[src/rtl/npcnn_result_reader_if.sv]
// rtl/npcnn_result_reader_if.sv - engine result stream, host read handshake and status bundle
interface npcnn_result_reader_if;
  logic        start;
  logic [19:0] in_data;
  logic        in_valid;
  logic        in_done;
  logic        rd_req;
  logic [19:0] rd_data;
  logic        rd_valid;
  logic        rd_last;
  logic        ready;
  logic        busy;
  logic        overflow;
  logic [9:0]  count;

  modport master (
    output start, in_data, in_valid, in_done, rd_req,
    input  rd_data, rd_valid, rd_last, ready, busy, overflow, count
  );

  modport slave (
    input  start, in_data, in_valid, in_done, rd_req,
    output rd_data, rd_valid, rd_last, ready, busy, overflow, count
  );
endinterface

[src/rtl/npcnn_result_reader.sv]
// rtl/npcnn_result_reader.sv - captures a conv result frame (optional ReLU) and replays it to a host
module npcnn_result_reader #(
  parameter int a_size      = 6,
  parameter int f_size      = 3,
  parameter int stride      = 1,
  parameter int zeropadding = 0,
  parameter int relu        = 1
) (
  input  logic                  clk,
  input  logic                  reset,
  npcnn_result_reader_if.slave  bus
);
  localparam int o_size = (a_size + 2 * zeropadding - f_size) / stride + 1;
  localparam int depth  = o_size * o_size;
  localparam int aw     = (depth > 1) ? $clog2(depth) : 1;
  localparam logic [9:0] depth_c = 10'(depth);

  typedef enum logic [1:0] {IDLE, COLLECT, READY} state_t;

  state_t      state, state_next;
  logic [19:0] mem [depth];
  logic [9:0]  count_q;
  logic [9:0]  rd_ptr;
  logic [19:0] rd_data_q;
  logic        rd_valid_q, rd_last_q, overflow_q;
  logic        wr_en, rd_en, rd_end;
  logic [19:0] wr_word;

  // count doubles as the write pointer; it stops at depth so it never wraps
  always_comb begin
    wr_en   = (state == COLLECT) && bus.in_valid && (count_q < depth_c);
    rd_en   = (state == READY) && bus.rd_req;
    rd_end  = rd_en && (rd_ptr == count_q - 10'd1);
    wr_word = ((relu != 0) && bus.in_data[19]) ? 20'd0 : bus.in_data;
  end

  always_ff @(posedge clk or posedge reset) begin
    if (reset) state <= IDLE;
    else       state <= state_next;
  end

  always_comb begin
    state_next = state;
    case (state)
      IDLE: begin
        if (bus.start) state_next = COLLECT;
      end
      COLLECT: begin
        if (wr_en && (count_q == depth_c - 10'd1))
          state_next = READY;
        else if (bus.in_done)
          state_next = (count_q == 10'd0 && !wr_en) ? IDLE : READY;
      end
      READY: begin
        if (rd_end) state_next = IDLE;
      end
      default: state_next = IDLE;
    endcase
  end

  always_ff @(posedge clk or posedge reset) begin
    if (reset) begin
      count_q    <= '0;
      rd_ptr     <= '0;
      rd_data_q  <= '0;
      rd_valid_q <= 1'b0;
      rd_last_q  <= 1'b0;
      overflow_q <= 1'b0;
    end else begin
      rd_valid_q <= 1'b0;
      rd_last_q  <= 1'b0;
      case (state)
        IDLE: begin
          if (bus.start) begin
            count_q    <= '0;
            rd_ptr     <= '0;
            overflow_q <= 1'b0;
          end else if (bus.in_valid) begin
            overflow_q <= 1'b1;
          end
        end
        COLLECT: begin
          if (wr_en) count_q <= count_q + 10'd1;
        end
        READY: begin
          if (bus.in_valid) overflow_q <= 1'b1;
          if (rd_en) begin
            rd_data_q  <= mem[rd_ptr[aw-1:0]];
            rd_valid_q <= 1'b1;
            rd_last_q  <= rd_end;
            rd_ptr     <= rd_ptr + 10'd1;
          end
        end
        default: ;
      endcase
    end
  end

  // buffer contents are don't-care after reset, so no reset branch here
  always_ff @(posedge clk) begin
    if (wr_en) mem[count_q[aw-1:0]] <= wr_word;
  end

  assign bus.rd_data  = rd_data_q;
  assign bus.rd_valid = rd_valid_q;
  assign bus.rd_last  = rd_last_q;
  assign bus.ready    = (state == READY);
  assign bus.busy     = (state != IDLE);
  assign bus.overflow = overflow_q;
  assign bus.count    = count_q;
endmodule
[src/flat_wrapper.sv]
// flat-port wrapper written by rule: the top's interface ports become plain ports
module npcnn_result_reader_flat 
#(
  parameter int a_size      = 6,
  parameter int f_size      = 3,
  parameter int stride      = 1,
  parameter int zeropadding = 0,
  parameter int relu        = 1
)
  (clk, reset, bus_start, bus_in_data, bus_in_valid, bus_in_done, bus_rd_req, bus_rd_data, bus_rd_valid, bus_rd_last, bus_ready, bus_busy, bus_overflow, bus_count);
  npcnn_result_reader_if bus_i ();
  input  logic clk;
  input  logic reset;
  input wire logic [$bits(bus_i.start)-1:0] bus_start;
  input wire logic [$bits(bus_i.in_data)-1:0] bus_in_data;
  input wire logic [$bits(bus_i.in_valid)-1:0] bus_in_valid;
  input wire logic [$bits(bus_i.in_done)-1:0] bus_in_done;
  input wire logic [$bits(bus_i.rd_req)-1:0] bus_rd_req;
  output wire logic [$bits(bus_i.rd_data)-1:0] bus_rd_data;
  output wire logic [$bits(bus_i.rd_valid)-1:0] bus_rd_valid;
  output wire logic [$bits(bus_i.rd_last)-1:0] bus_rd_last;
  output wire logic [$bits(bus_i.ready)-1:0] bus_ready;
  output wire logic [$bits(bus_i.busy)-1:0] bus_busy;
  output wire logic [$bits(bus_i.overflow)-1:0] bus_overflow;
  output wire logic [$bits(bus_i.count)-1:0] bus_count;
  assign bus_i.start = bus_start;
  assign bus_i.in_data = bus_in_data;
  assign bus_i.in_valid = bus_in_valid;
  assign bus_i.in_done = bus_in_done;
  assign bus_i.rd_req = bus_rd_req;
  assign bus_rd_data = bus_i.rd_data;
  assign bus_rd_valid = bus_i.rd_valid;
  assign bus_rd_last = bus_i.rd_last;
  assign bus_ready = bus_i.ready;
  assign bus_busy = bus_i.busy;
  assign bus_overflow = bus_i.overflow;
  assign bus_count = bus_i.count;
  npcnn_result_reader #(.a_size(a_size), .f_size(f_size), .stride(stride), .zeropadding(zeropadding), .relu(relu)) u_core (.clk(clk), .reset(reset), .bus(bus_i));
endmodule
[config.mk]
export PLATFORM = sky130hd
export DESIGN_NAME = npcnn_result_reader_flat
export DESIGN_NICKNAME = d
export VERILOG_FILES = /design/src/rtl/npcnn_result_reader_if.sv /design/src/rtl/npcnn_result_reader.sv /design/src/flat_wrapper.sv
export SDC_FILE = /design/constraint.sdc
export NUM_CORES = 1
export LEC_CHECK = 0
export BUFFER_PORTS_ARGS = -buffer_cell sky130_fd_sc_hd__buf_2
export CAP_MARGIN = 20
export CORE_ASPECT_RATIO = 0.75
export CORE_UTILIZATION = 61
export DETAILED_ROUTE_END_ITERATION = 8
export PLACE_DENSITY = 0.79
export SYNTH_ARGS = -nofsm -noshare
export SYNTH_HDL_FRONTEND = slang
export SYNTH_SLANG_ARGS = --single-unit
[constraint.sdc]
create_clock -name clk -period 4.2 [get_ports clk]
set_input_delay 0 -clock clk [delete_from_list [all_inputs] [get_ports clk]]
set_output_delay 0 -clock clk [all_outputs]
set_load 0.01 [all_outputs]
==> results of run 1 <==
-- registers in the layout, indices dropped and copies added, names as in the netlist --
register,count
u_core.bus.count,10
u_core.bus.overflow,1
u_core.bus.rd_data,19
u_core.bus.rd_last,1
u_core.bus.rd_valid,1
u_core.mem,304
u_core.rd_ptr,10
u_core.state,2
-- worst reg2reg max path: stages (launching register included) --
cell	delay (ns)
dfrtp_1	0.45
or3_1	0.43
nor4_2	0.33
and3_1	0.38
nand2_1	0.24
nor2_2	0.55
buf_12	0.25
o41ai_1	0.08
dlygate4sd3_1	0.57
-- logic make-up after synthesis --
family,count (synthesis)
buffers and inverters,41
and+or+nand+nor,108
muxes,117
adders and majority gates,5
other,1
xor gates and xnor gates,25
DFF,348
AOI/OAI and AO/OA,14
-- power by group through the flow --
stage	Combinational, mW	Clock [mW]	Sequential [mW]
final	1.94	3.02	4.18
after global routing	2.09	3.18	4.21
after CTS	1.97	3.05	4.18
after detailed placement	1.92	0	4.25
after global placement	1.89	0	4.23
after floorplan	1.54	0	4.18
-- worst paths after layout --
kind | slack [ns] | end | start | cells past startpoint
max reg2reg | 0.81 | u_core.state[0] | u_core.bus.count[6] | 8
max in group asynchronous | 3.37 | u_core.rd_ptr[0] | reset | 4
max | 0.81 | u_core.state[0] | u_core.bus.count[6] | 8
min in group clk | 0.10 | u_core.mem[2][3] | bus_in_data[3] | 2
min | 0.005 | u_core.bus.rd_data[1] | reset | 3
min reg2reg | 0.50 | u_core.bus.rd_data[2] | u_core.bus.rd_data[2] | 1
-- placed cells by master, fill, tap and decap left out, types with 2 or more instances in the layout --
master           n
mux4_1          32
nor3_1           4
and3_1           4
mux2i_1          2
clkbuf_8         2
mux2_4          16
dlygate4sd3_1    6
inv_2            3
clkbuf_1         6
nor2_2          13
nand2b_1         2
edfxtp_1       304
mux2_2           4
clkinv_2         5
a21oi_1          4
mux4_2          63
buf_12           4
nand3_1          9
nand4_1          6
dfrtp_1         42
clkinv_1         6
xnor2_1         13
bufinv_16        2
ha_1             5
nor2_1          21
inv_1            3
and2_1           7
buf_2           59
o211ai_1         2
clkinv_4         3
nor2b_1         19
xor2_1          12
clkbuf_16       37
o21ai_0          2
nand2_1         13
buf_4           24
nor3_2           3
-- what timing repair did --
| item | CTS | global route |
|---|---|---|
| hold buffers | 6 | 0 |
| setup endpoints to repair | 0 | 0 |
| hold endpoints to repair | 51 | 0 |
| buffers inserted | 0 | 0 |
-- layer usage --
layer,share of wire,vias to the layer above,GRT usage
met5,0.00044,-,0
met4,0.015,2,0.06274
met3,0.065,39,0.03938
met2,0.50,285,0.4245
met1,0.42,3612,0.4012
li1,-,2897,-
-- cell type report --
| type | count | share of cell area |
|---|---|---|
| inverters | 6 | 0.001414 |
| clock buffers | 45 | 0.06129 |
| repair buffers | 93 | 0.03866 |
| clock inverters | 17 | 0.008722 |
| flip-flops and latches | 348 | 0.6427 |
| multi-input cells | 270 | 0.2241 |
| well taps | 294 | 0.02310 |
-- through the flow --
step | utilization | instance area, um2
floorplan | - | 14030
finish | 0.7145 | 15920
detailed placement | 0.6614 | 14740
global placement | 0.6614 | 14740
CTS | 0.7141 | 15920
global route | 0.7145 | 15920
==> flow_metrics.py, run 1 <==
metrics = {
    "grt": {
        "grt_use_total": 0.2678,
        "antenna_found_initial": 1,
        "first_global_vias": 7038,
        "overflow": 0,
        "grt_max_degree": 82,
        "grt_first_pass_wirelength_um": 44910,
    },
    "logic_synthesis": {
        "synth.top_cell.area_share": 0.6506,
        "synth_most_common_cell": "edfxtp_1",
        "synth.top_cells.by_count": "edfxtp_1, mux4_2, dfrtp_1",
        "synth_top_family_by_area": "multiplexers",
        "ys_types": 44,
        "yosys-top-cells-area": "edfxtp_1, mux4_2, dfrtp_1, mux4_1, mux2_4",
        "synth_compound_area_frac": 0.007222,
        "synth_edf_count": 304,
        "yosys.area.top_type": "edfxtp_1",
        "netlist_instances": 659,
        "ys_async_sr_fraction": 0.1264,
        "ys.flop_type": "edfxtp_1",
        "synth-simple-area-share": 0.04066,
        "synth_area_mm2": 0.01403,
        "synth_xor_area_frac": 0.01560,
        "yosysWarnings": 0,
        "syn_area_per_cell_um2": 21.29,
        "muxShareOfSynthArea": 0.1828,
        "syn_nets": 690,
        "ys_ff_latch": 348,
        "synthAdderAreaFrac": 0.004458,
        "ys_seq_area_frac": 0.7290,
    },
    "power": {
        "combPwrFrac": 0.212,
        "p_sw_mw": 2.360,
        "seq_power_share": 0.458,
        "leakage_nw": 5.508,
        "powerDensity_mw_per_mm2": 574.3,
        "ir_drop_mv": 0.3276,
        "swShare": 0.2581,
        "finalPower_mw": 9.145,
        "internal_power_mw": 6.785,
        "clockPowerShare": 0.330,
    },
    "drt": {
        "wl_um": 29790,
        "ant_nets": 0,
        "via_per_inst": 6.370,
        "wl_per_cell_um": 27.76,
        "drc_errors": 0,
        "drtIter0Drc": 833,
        "firstDrtPassIters": 5,
        "vias": 6835,
    },
    "worst_setup_path": {
        "cpPeakStageDelay_ns": 0.57,
        "critPathSlowestCell": "dlygate4sd3_1",
        "crit_chain": "or3_1 > nor4_2 > and3_1 > nand2_1 > nor2_2 > buf_12 > o41ai_1 > dlygate4sd3_1",
        "crit_type": "flop to flop",
        "cp-end-kind": "flop",
        "path_buf_inv": 2,
        "cp-start-kind": "flop",
        "crit_required_ns": 4.60,
        "critPathArrivalTime_ns": 3.78,
        "path_max_fanout": 13,
        "path_delay_family": "simple AND/OR/NAND/NOR gates",
    },
    "final_layout": {
        "seq_area_mm2": 0.01023,
        "num-fill-cells": 1301,
        "multiInputGateArea_mm2": 0.003568,
        "syn_to_final_growth_pct": 13.48,
        "fin_nets": 784,
        "drive_gt1_frac": 0.3145,
        "final_cells": 1073,
        "antenna-diode-count": 0,
    },
    "timing": {
        "drv_slew": 0,
        "setup_tns_ns": 0,
        "period_needed_ns": 3.388,
        "finalCritPeriodShare": 0.8066,
        "worst_slack_ns": 0.8122,
        "setup_viol": 0,
        "max_freq_ghz": 0.2952,
        "holdWs_ns": 0.005184,
        "worst_pin_slew_ns": 1.104,
        "slew_headroom": 0.2628,
        "skew_ns": 0.01465,
        "finalHoldViolations": 0,
        "rsz0062_at_grt": "false",
    },
    "cts": {
        "cts_buffer_depth": 3,
        "cts-root-buf": "clkbuf_16",
        "ctsResizeCount": 0,
        "path_clk_slew_ns": 0.06,
        "cts_tree": "built",
        "cts_buffers": 34,
        "h-tree-depth": 2,
        "insertion_delay_ns": 0.51,
        "cts_sinks": 348,
    },
    "hold_path": {
        "hp-class": "input port to async pin",
    },
    "place": {
        "portBuffers": 59,
        "dp_cells": 1004,
        "place_congestion": 0.8504,
        "pre_cts_ws_ns": 1.249,
        "hpwl_um": 16740,
    },
    "floorplan": {
        "core_mm2": 0.02229,
        "io_pins": 61,
        "die_h_um": 133.4,
        "fp.dieArea_mm2": 0.02362,
        "die_w_um": 177.1,
        "num_rows": 47,
        "start_util": 0.6296,
    },
    "outcome": {
        "status": "completed",
    },
    "run": {
        "maxCapViolations": 0,
    },
}
Note: power is estimated with default switching activity, not from simulation.
==> inputs of run 2 (changes only) <==
- CORE_UTILIZATION: 61 -> 55
- PLACE_DENSITY: 0.79 -> 0.75
- clock period: 4.2 -> 3 ns (I/O delays scaled with it)
==> flow_metrics.py, run 2 (synthesized netlist as in run 1, its figures left out) <==
metrics = {
    "outcome": {
        "status": "completed",
    },
    "place": {
        "place_congestion": 0.8078,
        "hpwl_um": 17380,
        "dpl_cell_area_mm2": 0.01490,
        "portBuffers": 59,
    },
    "timing": {
        "drv_slew": 0,
        "worst_pin_slew_ns": 1.076,
        "finalHoldViolations": 0,
        "max_freq_ghz": 0.3783,
        "setup_tns_ns": 0,
        "rsz0062_at_grt": "false",
        "skew_ns": 0.01715,
        "period_needed_ns": 2.644,
        "slew_headroom": 0.2814,
        "setup_viol": 0,
        "finalCritPeriodShare": 0.8812,
    },
    "floorplan": {
        "fp.dieArea_mm2": 0.02616,
        "io_pins": 61,
        "die_h_um": 140.3,
        "start_util": 0.5608,
        "num_rows": 50,
        "core_mm2": 0.02502,
        "die_w_um": 186.4,
    },
    "final_layout": {
        "syn_to_final_growth_pct": 13.68,
        "num-fill-cells": 1683,
        "mostFrequentLayoutCells": "edfxtp_1, mux4_2, buf_2",
        "largest_reg_flops": 304,
        "drive_gt1_frac": 0.3181,
        "fin_nets": 794,
        "antenna-diode-count": 0,
        "finalInstanceArea_mm2": 0.01595,
        "final_common_cell": "edfxtp_1",
    },
    "grt": {
        "overflow": 0,
        "grt_max_degree": 44,
        "grt_use_total": 0.2220,
        "first_global_vias": 6944,
        "grt_first_pass_wirelength_um": 42760,
        "antenna_found_initial": 0,
    },
    "cts": {
        "post_cts_buffers": 0,
        "cts_tree": "built",
        "cts-root-buf": "clkbuf_16",
        "path_clk_slew_ns": 0.07,
        "ctsResizeCount": 0,
        "cts_buffer_depth": 3,
        "hold_buffers": 5,
        "cts_sinks": 348,
        "insertion_delay_ns": 0.55,
        "cts_buffers": 31,
        "h-tree-depth": 1,
    },
    "worst_setup_path": {
        "cp-start-kind": "flop",
        "crit_required_ns": 3.42,
        "path_max_fanout": 10,
        "cp-end-kind": "flop",
        "critPathArrivalTime_ns": 3.07,
        "crit_type": "flop to flop",
    },
    "drt": {
        "drc_errors": 0,
        "drtIter0Drc": 558,
        "vias": 6774,
        "wl_um": 28100,
        "ant_nets": 0,
        "firstDrtPassIters": 5,
        "via_per_inst": 6.027,
        "wl_per_cell_um": 25.00,
    },
    "power": {
        "seq_power_share": 0.471,
        "internal_power_mw": 9.232,
        "clockPowerShare": 0.307,
        "leakage_nw": 5.484,
        "swShare": 0.2564,
        "finalPower_mw": 12.42,
        "powerDensity_mw_per_mm2": 778.3,
        "ir_drop_mv": 0.5944,
        "combPwrFrac": 0.223,
        "p_sw_mw": 3.183,
    },
    "run": {
        "maxCapViolations": 0,
    },
    "hold_path": {
        "hp-class": "input port to flop",
    },
}
[run 2: cell count changes in the layout (fill, tap and decap cells not counted), moves of 3 or more]
cell	delta
clkbuf_1	+3
nor3_2	-3
buf_4	+13
nor3_4	+3
clkbuf_16	-6
[run 2: critical path, cell delays in order (launching register included)]
cell	delay (ns)
dfrtp_1	0.52
inv_1	0.15
ha_1	0.32
nor4b_4	0.38
xnor2_1	0.18
nand4_1	0.10
and3_1	0.23
a2111oi_2	0.52
o2bb2ai_1	0.13
[run 2: final timing paths]
path,startpoint,end,slack [ns],depth (start not counted)
max in group asynchronous,reset,u_core.bus.rd_data[5],2.14,4
worst max-delay path,u_core.bus.count[0],u_core.state[1],0.36,8
worst max register to register,u_core.bus.count[0],u_core.state[1],0.36,8
worst min register to register,u_core.bus.rd_data[18],u_core.bus.rd_data[18],0.51,1
min in group asynchronous,reset,u_core.bus.rd_data[2],0.15,3
worst min-delay path,bus_in_data[6],u_core.mem[14][6],0.02,3
[run 2: power by group through the flow]
stage          combinational, mW  sequential, mW  clock [mW]
4_1_cts                     2.80            5.85        3.87
5_1_grt                     2.95            5.88        4.07
3_3_place_gp                2.71            5.93           0
2_1_floorplan               2.15            5.85           0
6_report                    2.77            5.84        3.81
3_5_place_dp                2.77            5.94           0
[run 2: area by class of cell]
| class | instances | area (um2) | area share |
|---|---|---|---|
| multi-input cells | 270 | 3587 | 0.2249 |
| repair buffers | 106 | 713.2 | 0.04471 |
| inverters | 6 | 22.52 | 0.001412 |
| well taps | 338 | 422.9 | 0.02651 |
| clock inverters | 16 | 161.4 | 0.01012 |
| flip-flops and latches | 348 | 10230 | 0.6416 |
| clock buffers | 40 | 809.5 | 0.05075 |
[run 2: through the flow]
stage / utilization / hold WS (ns) / instances / worst slack, ns
floorplan: - / 0.09709 / 659 / 0.1779
global placement: 0.5954 / 0.1788 / 1059 / 0.4622
detailed placement: 0.5954 / 0.1943 / 1059 / 0.3989
CTS: 0.6362 / 0.01137 / 1120 / 0.3809
global route: 0.6375 / 0.01570 / 1124 / 0.2040
finish: 0.6375 / 0.01774 / 1124 / 0.3565
[run 2: per-layer routing]
metal  up-vias  track usage  share of wire
li1       2910            -              -
met1      3567       0.3258           0.44
met2       253       0.3525           0.49
met3        44      0.03383          0.057
met4         0      0.06177          0.022
met5         -            0              0
